## src/rtl/core_mem_pkg.sv

```systemverilog
// core_mem_pkg: shared master IDs, request struct and constants for the core memory arbiter
package core_mem_pkg;
    typedef enum logic {MST_INSTR = 1'b0, MST_DATA = 1'b1} mst_id_e;
    typedef struct packed {
        logic [31:0] addr;
        logic        we;
        logic [3:0]  be;
        logic [31:0] wdata;
    } mem_req_t;
    localparam logic [3:0] INSTR_BE = 4'hF;
endpackage

```

## src/rtl/core_mem_id_fifo.sv

```systemverilog
// core_mem_id_fifo: records which master owns each outstanding transaction, oldest at head
module core_mem_id_fifo
    import core_mem_pkg::*;
#(
    parameter int DEPTH = 2
) (
    input  logic    clk_i,
    input  logic    rst_i,
    input  logic    push,
    input  logic    pop,
    input  mst_id_e push_id,
    output logic    full,
    output logic    empty,
    output mst_id_e head
);
    localparam int PW = DEPTH > 1 ? $clog2(DEPTH) : 1;
    localparam int CW = $clog2(DEPTH + 1);
    localparam logic [PW-1:0] LAST = PW'(DEPTH - 1);
    localparam logic [CW-1:0] FULL_CNT = CW'(DEPTH);
    logic [PW-1:0] wr_q, rd_q;
    logic [CW-1:0] cnt_q;
    mst_id_e       mem_q [2**PW];
    // Pointers wrap explicitly so non-power-of-two depths work
    always_ff @(posedge clk_i or posedge rst_i) begin
        if (rst_i) begin
            wr_q  <= '0;
            rd_q  <= '0;
            cnt_q <= '0;
        end else begin
            if (push) wr_q <= (wr_q == LAST) ? '0 : wr_q + 1'b1;
            if (pop) rd_q <= (rd_q == LAST) ? '0 : rd_q + 1'b1;
            cnt_q <= cnt_q + CW'(push) - CW'(pop);
        end
    end
    always_ff @(posedge clk_i) begin
        if (push) mem_q[wr_q] <= push_id;
    end
    assign full  = cnt_q == FULL_CNT;
    assign empty = cnt_q == '0;
    assign head  = mem_q[rd_q];
endmodule

```

## src/rtl/core_mem_arbiter.sv

```systemverilog
// core_mem_arbiter: shares one req/gnt/rvalid memory port between fetch and data masters
module core_mem_arbiter
    import core_mem_pkg::*;
#(
    parameter int MAX_OUTSTANDING = 2,
    parameter bit DATA_PRIO       = 1'b0
) (
    input  logic        clk_i,
    input  logic        rst_i,
    input  logic        instr_req_i,
    input  logic [31:0] instr_addr_i,
    output logic        instr_gnt_o,
    output logic        instr_rvalid_o,
    output logic [31:0] instr_rdata_o,
    input  logic        data_req_i,
    input  logic [31:0] data_addr_i,
    input  logic        data_we_i,
    input  logic [3:0]  data_be_i,
    input  logic [31:0] data_wdata_i,
    output logic        data_gnt_o,
    output logic        data_rvalid_o,
    output logic [31:0] data_rdata_o,
    output logic        data_err_o,
    output logic        mem_req_o,
    output logic [31:0] mem_addr_o,
    output logic        mem_we_o,
    output logic [3:0]  mem_be_o,
    output logic [31:0] mem_wdata_o,
    input  logic        mem_gnt_i,
    input  logic        mem_rvalid_i,
    input  logic [31:0] mem_rdata_i,
    input  logic        mem_err_i,
    output logic        protocol_err_o
);
    mst_id_e  last_q, sel_q, sel, head;
    logic     lock_q, perr_q, fifo_full, fifo_empty, sel_req, accept, rsp_ok;
    mem_req_t instr_mreq, data_mreq, mreq;
    // Full blocks new requests even on a same-cycle pop, keeping rvalid off the req path
    always_comb begin
        instr_mreq = '{addr: instr_addr_i, we: 1'b0, be: INSTR_BE, wdata: 32'h0};
        data_mreq  = '{addr: data_addr_i, we: data_we_i, be: data_be_i, wdata: data_wdata_i};
        sel        = lock_q ? sel_q
                   : (instr_req_i && data_req_i) ? ((DATA_PRIO || last_q == MST_INSTR) ? MST_DATA : MST_INSTR)
                   : (data_req_i ? MST_DATA : MST_INSTR);
        sel_req    = (sel == MST_DATA) ? data_req_i : instr_req_i;
        mreq       = !sel_req ? '0 : ((sel == MST_DATA) ? data_mreq : instr_mreq);
        mem_req_o  = sel_req && !fifo_full && !rst_i;
        accept     = mem_req_o && mem_gnt_i;
        rsp_ok     = mem_rvalid_i && !fifo_empty && !rst_i;
    end
    assign mem_addr_o     = mreq.addr;
    assign mem_we_o       = mreq.we;
    assign mem_be_o       = mreq.be;
    assign mem_wdata_o    = mreq.wdata;
    assign instr_gnt_o    = accept && sel == MST_INSTR;
    assign data_gnt_o     = accept && sel == MST_DATA;
    assign instr_rvalid_o = rsp_ok && head == MST_INSTR;
    assign data_rvalid_o  = rsp_ok && head == MST_DATA;
    assign data_err_o     = data_rvalid_o && mem_err_i;
    assign instr_rdata_o  = mem_rdata_i;
    assign data_rdata_o   = mem_rdata_i;
    assign protocol_err_o = perr_q;
    // A stalled request pins the selection so the slave sees a stable address
    always_ff @(posedge clk_i or posedge rst_i) begin
        if (rst_i) begin
            lock_q <= 1'b0;
            sel_q  <= MST_INSTR;
            last_q <= MST_INSTR;
            perr_q <= 1'b0;
        end else begin
            lock_q <= mem_req_o && !mem_gnt_i;
            sel_q  <= sel;
            if (accept) last_q <= sel;
            if (mem_rvalid_i && fifo_empty) perr_q <= 1'b1;
        end
    end
    core_mem_id_fifo #(.DEPTH(MAX_OUTSTANDING)) u_id_fifo (
        .clk_i   (clk_i),
        .rst_i   (rst_i),
        .push    (accept),
        .pop     (rsp_ok),
        .push_id (sel),
        .full    (fifo_full),
        .empty   (fifo_empty),
        .head    (head)
    );
endmodule

```

## config.mk

```make
export PLATFORM = sky130hd
export DESIGN_NAME = core_mem_arbiter
export DESIGN_NICKNAME = d
export VERILOG_FILES = /design/src/rtl/core_mem_pkg.sv /design/src/rtl/core_mem_id_fifo.sv /design/src/rtl/core_mem_arbiter.sv
export SDC_FILE = /design/constraint.sdc
export NUM_CORES = 1
export LEC_CHECK = 0
export ABC_AREA = 1
export CAP_MARGIN = 40
export CORE_AREA = 2 2 108 110
export CTS_CLUSTER_DIAMETER = 30
export DETAILED_ROUTE_END_ITERATION = 10
export DIE_AREA = 0 0 110 112
export SETUP_SLACK_MARGIN = 0.1
export SKIP_LAST_GASP = 1
export SYNTH_ARGS = -nofsm -noshare
export SYNTH_HDL_FRONTEND = slang
export SYNTH_SLANG_ARGS = --single-unit
```

## constraint.sdc

```tcl
create_clock -name clk_i -period 4.1 [get_ports clk_i]
set_clock_uncertainty 0.2 [all_clocks]
set_input_delay 0.615 -clock clk_i [delete_from_list [all_inputs] [get_ports clk_i]]
set_output_delay 0.615 -clock clk_i [all_outputs]
set_load 0.005 [all_outputs]
```

* Yosys cells after proc, flatten, opt, wreduce, memory -nomap -nowiden
Memories as Yosys holds them, arrays and structs flattened. Cells that the tools add are included.
Word-level totals: register bits after elaboration 8, bits in writable memories 2, input bits 140, output and inout port bits 140, logic and storage cells 44, memories kept 1
Memory list:
- u_id_fifo.mem_q | words 2, width 1, read ports 1, clocked after memory_dff 0, write ports 1, RTL line core_mem_id_fifo.sv:22 | mst_id_e mem_q [2**PW];
Operators by class: $add $sub $neg 4, equality and inequality tests 1, muxes and demuxes 11, bitwise operators 2, reductions and logical operators 18
Operators by type and width (number):
- $mux 69 | 2
- $logic_and 1x1->1 | 13
- $mux 1 | 9
- $logic_not 1->1 | 4
- $add 1x1->1 const B | 2
- $add 2x1->2 | 1
- $eq 2x2->1 const B | 1
- $logic_not 2->1 | 1
- $not 1->1 | 2
- $sub 2x1->2 | 1

* Logic depth before layout (Yosys ltp)
word-level depth 9, mapped depth 7, depth with buffers taken out 7

* Hierarchy
A second synthesis with hierarchy kept.
Second synthesis, totals: cell total of the unflattened synthesis 317, area, all modules 1884.3 um^2
Modules (own cells, without submodules):
- core_mem_arbiter | instances 1, cells an instance 286, area an instance 1597.8 um^2, sequential area each 100.1 um^2
- core_mem_id_fifo | instances 1, cells an instance 31, area an instance 286.5 um^2, sequential area each 160.2 um^2

* Least setup slack after synthesis
Ideal clock, no wire load.
kind input port to output port, start point input port instr_req_i, end point output port mem_addr_o[16], arrival time 1.316 ns, data required time 3.285 ns, path slack 1.969 ns, stages 6, path buffers 1, path through nand2_1 > nand3_1 > nand2_2 > buf_2 > nand2_1 > a21oi_1
Between the ends: word-level cells in the longest chain between the ends 5
RTL lines:
- start: declaration | RTL line core_mem_arbiter.sv:10 | input logic instr_req_i,
- $logic_and 1x1->1 * | RTL line core_mem_arbiter.sv:43 | : (instr_req_i && data_req_i) ? ((DATA_PRIO || last_q == MST_INSTR) ? MST_DATA : MST_INSTR)
- $mux 1 * | RTL line core_mem_arbiter.sv:43
- $mux 1 * | RTL line core_mem_arbiter.sv:42 | sel = lock_q ? sel_q
- named net sel | RTL line core_mem_arbiter.sv:35 | mst_id_e last_q, sel_q, sel, head;
- $mux 69 or $mux 1 (tied branches) | RTL line core_mem_arbiter.sv:46, core_mem_arbiter.sv:45
- $mux 69 * | RTL line core_mem_arbiter.sv:46 | mreq = !sel_req ? '0 : ((sel == MST_DATA) ? data_mreq : instr_mreq);
- end: declaration | RTL line core_mem_arbiter.sv:25 | output logic [31:0] mem_addr_o,
Mark *: on every way through the listed nets, which the timed path passes. The rest lies on a longest branch.

* Worst setup path after layout
start point input port data_req_i, end point output port mem_addr_o[21]
Between the ends: word-level cells in the longest chain between the ends 5
RTL lines:
- start: declaration | RTL line core_mem_arbiter.sv:15 | input logic data_req_i,
- $mux 1 or $logic_and 1x1->1 (tied branches) | RTL line core_mem_arbiter.sv:44, core_mem_arbiter.sv:43
- $mux 1 | RTL line core_mem_arbiter.sv:43
- $mux 1 | RTL line core_mem_arbiter.sv:42
- $mux 69 or $mux 1 (tied branches) | RTL line core_mem_arbiter.sv:46, core_mem_arbiter.sv:45
- $mux 69 * | RTL line core_mem_arbiter.sv:46
Every way passes the cells marked *; elsewhere a longest branch is shown, timed or not.

==> run metrics <==
fin crit share=0.836; Clock Power Share=0.160; PostCTS Resize Cnt=0; Post-CTS Setup Bufs=0; DR top layer=met4; initial antenna violation count=0; Crit path required time=3.28 ns; setup tns final=0 ns; gpl congestion=0.712; Slew headroom=0.616; Fmax=0.292 GHz; pwr/cell area=327 mW/mm2; predominant post-synthesis flop cell=dfrtp_1; row cnt=39; CP dominant cell by count=clkdlybuf4s50_1; Max-Cap Viols=0; FFs w/ async S/R, synth=0.800; Mapped Nets=~450; Sw Pwr=0.000388 W; post-DR wirelength/cell=~12 um; Critical Path Start Type=input port; Ys Warns=0; number of flops mapped to enable cells by yosys=2; clock sink count=10; CP arrival=2.61 ns; top cell family by delay on the critical path=buffers and inverters; Tot GR Track Use=0.102; H-tree Lvls=1; status=complete, no violations; DR vias=2274; HP Class=flip-flop to flip-flop; Remaining DRCs=0; worst skew pair latency=0.23 ns; Final #Nets=560; Seq/Total Area, Yosys=0.144; CTS Buffer Depth=2; final wirelength=6880 um; Ant. Diodes=0; Area Growth Syn to Fin=85.0%; Int Pwr=roughly 0.00070 W; Avg Cell Area, Syn=5.85 um2; share of layout cells above drive strength 1=0.0311; Mapped Area=about 0.0018 mm2; PortBufs=183; sw frac=0.356; cts hold-fix bufs=0; Peak VDD IR=122 uV; Leakage Power=1.43 nW; part of the power in registers=0.143; Via density=between 4 and 5; biggest cell delay along the critical path=0.55 ns; number of synthesized register bits=10; Antenna Nets Post-Route=0; first-pass GRT wire length=10100 um; Comb pwr share=0.697; crit path capture type=primary output; fillers=~1200; Die Y=112 um; remaining global-route overflow=0; io pins=280; CP cell instances=clkdlybuf4s50_1 > or2_1 > nand2_4 > a21oi_1 > clkdlybuf4s50_1; Unique masters post-synth=24; RSZ-0062 raised after global routing=false; total CTS buffers=3; largest net degree at the start of global routing=39; First-pass DRT Iterations=4; met2 routed wirelength=3660 um; Iteration-0 DRC Markers=101; Initial Utilization=0.161; detailed placement HPWL=around 5800 um; Core Box Area=0.0112 mm2; WS Path Type=input port to primary output; CTS tree=done; Root Buffer=clkbuf_16; Slew @ Worst Pin=0.572 ns; met3 wire len=919 um; Final Slew Violations=0; metal1 wirelength=~2200 um; worst path bufs/invs=2; post-route cell area=0.00333 mm2; die area=0.0123 mm2; min Tclk post-route=3.43 ns; die width=between 100 and 150 um; Cells after Synth=roughly 300; Placed Instance Area=0.00325 mm2; setup violators final=0; largest fanout on the critical path=36; vias in the first global route=2159; Slowest-stage cell, CP=clkdlybuf4s50_1; Reg clk slew, reported paths=0.04 ns; final hold viol count=0
## cell usage after synthesis (2+ instances only)
cell type / count / area (um2)
nand3_1: 3 / 15.0
buf_6: 4 / 45.0
buf_2: 9 / 45.0
dfrtp_1: 8 / 200
nor2_1: 50 / 188
nand2_2: 2 / 12.5
edfxtp_1: 2 / 60.1
xor2_1: 3 / 26.3
o21ai_0: 2 / 10.0
inv_1: 12 / 45.0
nand2_1: 101 / 379
a21oi_1: 33 / 165
buf_4: 68 / 510
## cells in the final DEF (no fill, tap or decap), drive strengths merged, types with 2 or more instances in the layout
cell	count
clkdlybuf4s50	183
nand2	104
nor2	50
a21oi	33
inv	13
dfrtp	8
nand3	4
clkbuf	4
buf	4
xor2	3
o21ai	2
edfxtp	2
## sequential cells by signal (all words and copies together), names as in the netlist
| name | count |
|---|---|
| u_id_fifo.cnt_q | 2 |
| u_id_fifo.mem_q | 2 |
| last_q | 1 |
| lock_q | 1 |
| protocol_err_o | 1 |
| sel_q | 1 |
| u_id_fifo.rd_q | 1 |
| u_id_fifo.wr_q | 1 |
## final cells by class
cell class	count	area (um2)	area share
well taps	143	179	0.0537
clock buffers	4	78.8	0.0236
repair buffers	187	1870	0.562
multi-input cells	204	892	0.268
flip-flops and latches	10	260	0.0781
inverters	13	48.8	0.0146
## logic make-up (layout without fill, tap and decap cells)
group | Yosys count | in the layout | share of synthesized area
AOI/OAI and AO/OA | 37 | 37 | 0.106
DFF | 10 | 10 | 0.144
adders and majority gates | 1 | 1 | 0.00694
xor gates and xnor gates | 4 | 4 | 0.0194
buffers and inverters | 94 | 204 | 0.360
and+or+nand+nor | 162 | 162 | 0.363
## power by group through the flow
| stage | clock network (W) | registers [W] | logic, W |
|---|---|---|---|
| 2_1_floorplan | 0 | 0.000152 | 0.000389 |
| 3_3_place_gp | 0 | 0.000156 | 0.000767 |
| 3_5_place_dp | 0 | 0.000157 | 0.000770 |
| 4_1_cts | 0.000179 | 0.000156 | 0.000775 |
| 5_1_grt | 0.000190 | 0.000161 | 0.000842 |
| 6_report | 0.000174 | 0.000156 | 0.000760 |
## worst paths after layout
kind / start / slack (ns) / depth (start not counted) / endpoint
worst max-delay path: data_req_i / 0.67 / 5 / mem_addr_o[21]
worst min-delay path: protocol_err_o / 0.26 / 1 / protocol_err_o
worst max register to register: u_id_fifo.cnt_q[1] / 2.26 / 6 / u_id_fifo.cnt_q[1]
worst min register to register: protocol_err_o / 0.26 / 1 / protocol_err_o
max in group asynchronous: rst_i / 2.95 / 2 / sel_q
min in group asynchronous: rst_i / 0.50 / 2 / u_id_fifo.cnt_q[0]
## per-stage QoR
stage	utilization	setup WS, ns	cells	power, W	hold slack [ns]
after global placement	0.291	0.658	557	0.000923	0.250
final	0.298	0.671	561	0.00109	0.260
after floorplan	-	1.97	308	0.000541	0.231
after detailed placement	0.291	0.634	557	0.000927	0.252
after global routing	0.298	0.569	561	0.00119	0.289
after CTS	0.298	0.639	561	0.00111	0.260
## layer usage
layer,up-vias,global-route usage
met3,8,0.0322
met4,0,0.0295
met2,177,0.213
li1,1100,-
met1,989,0.0882
met5,-,0
No activity file was read; power rests on OpenSTA's default activity.
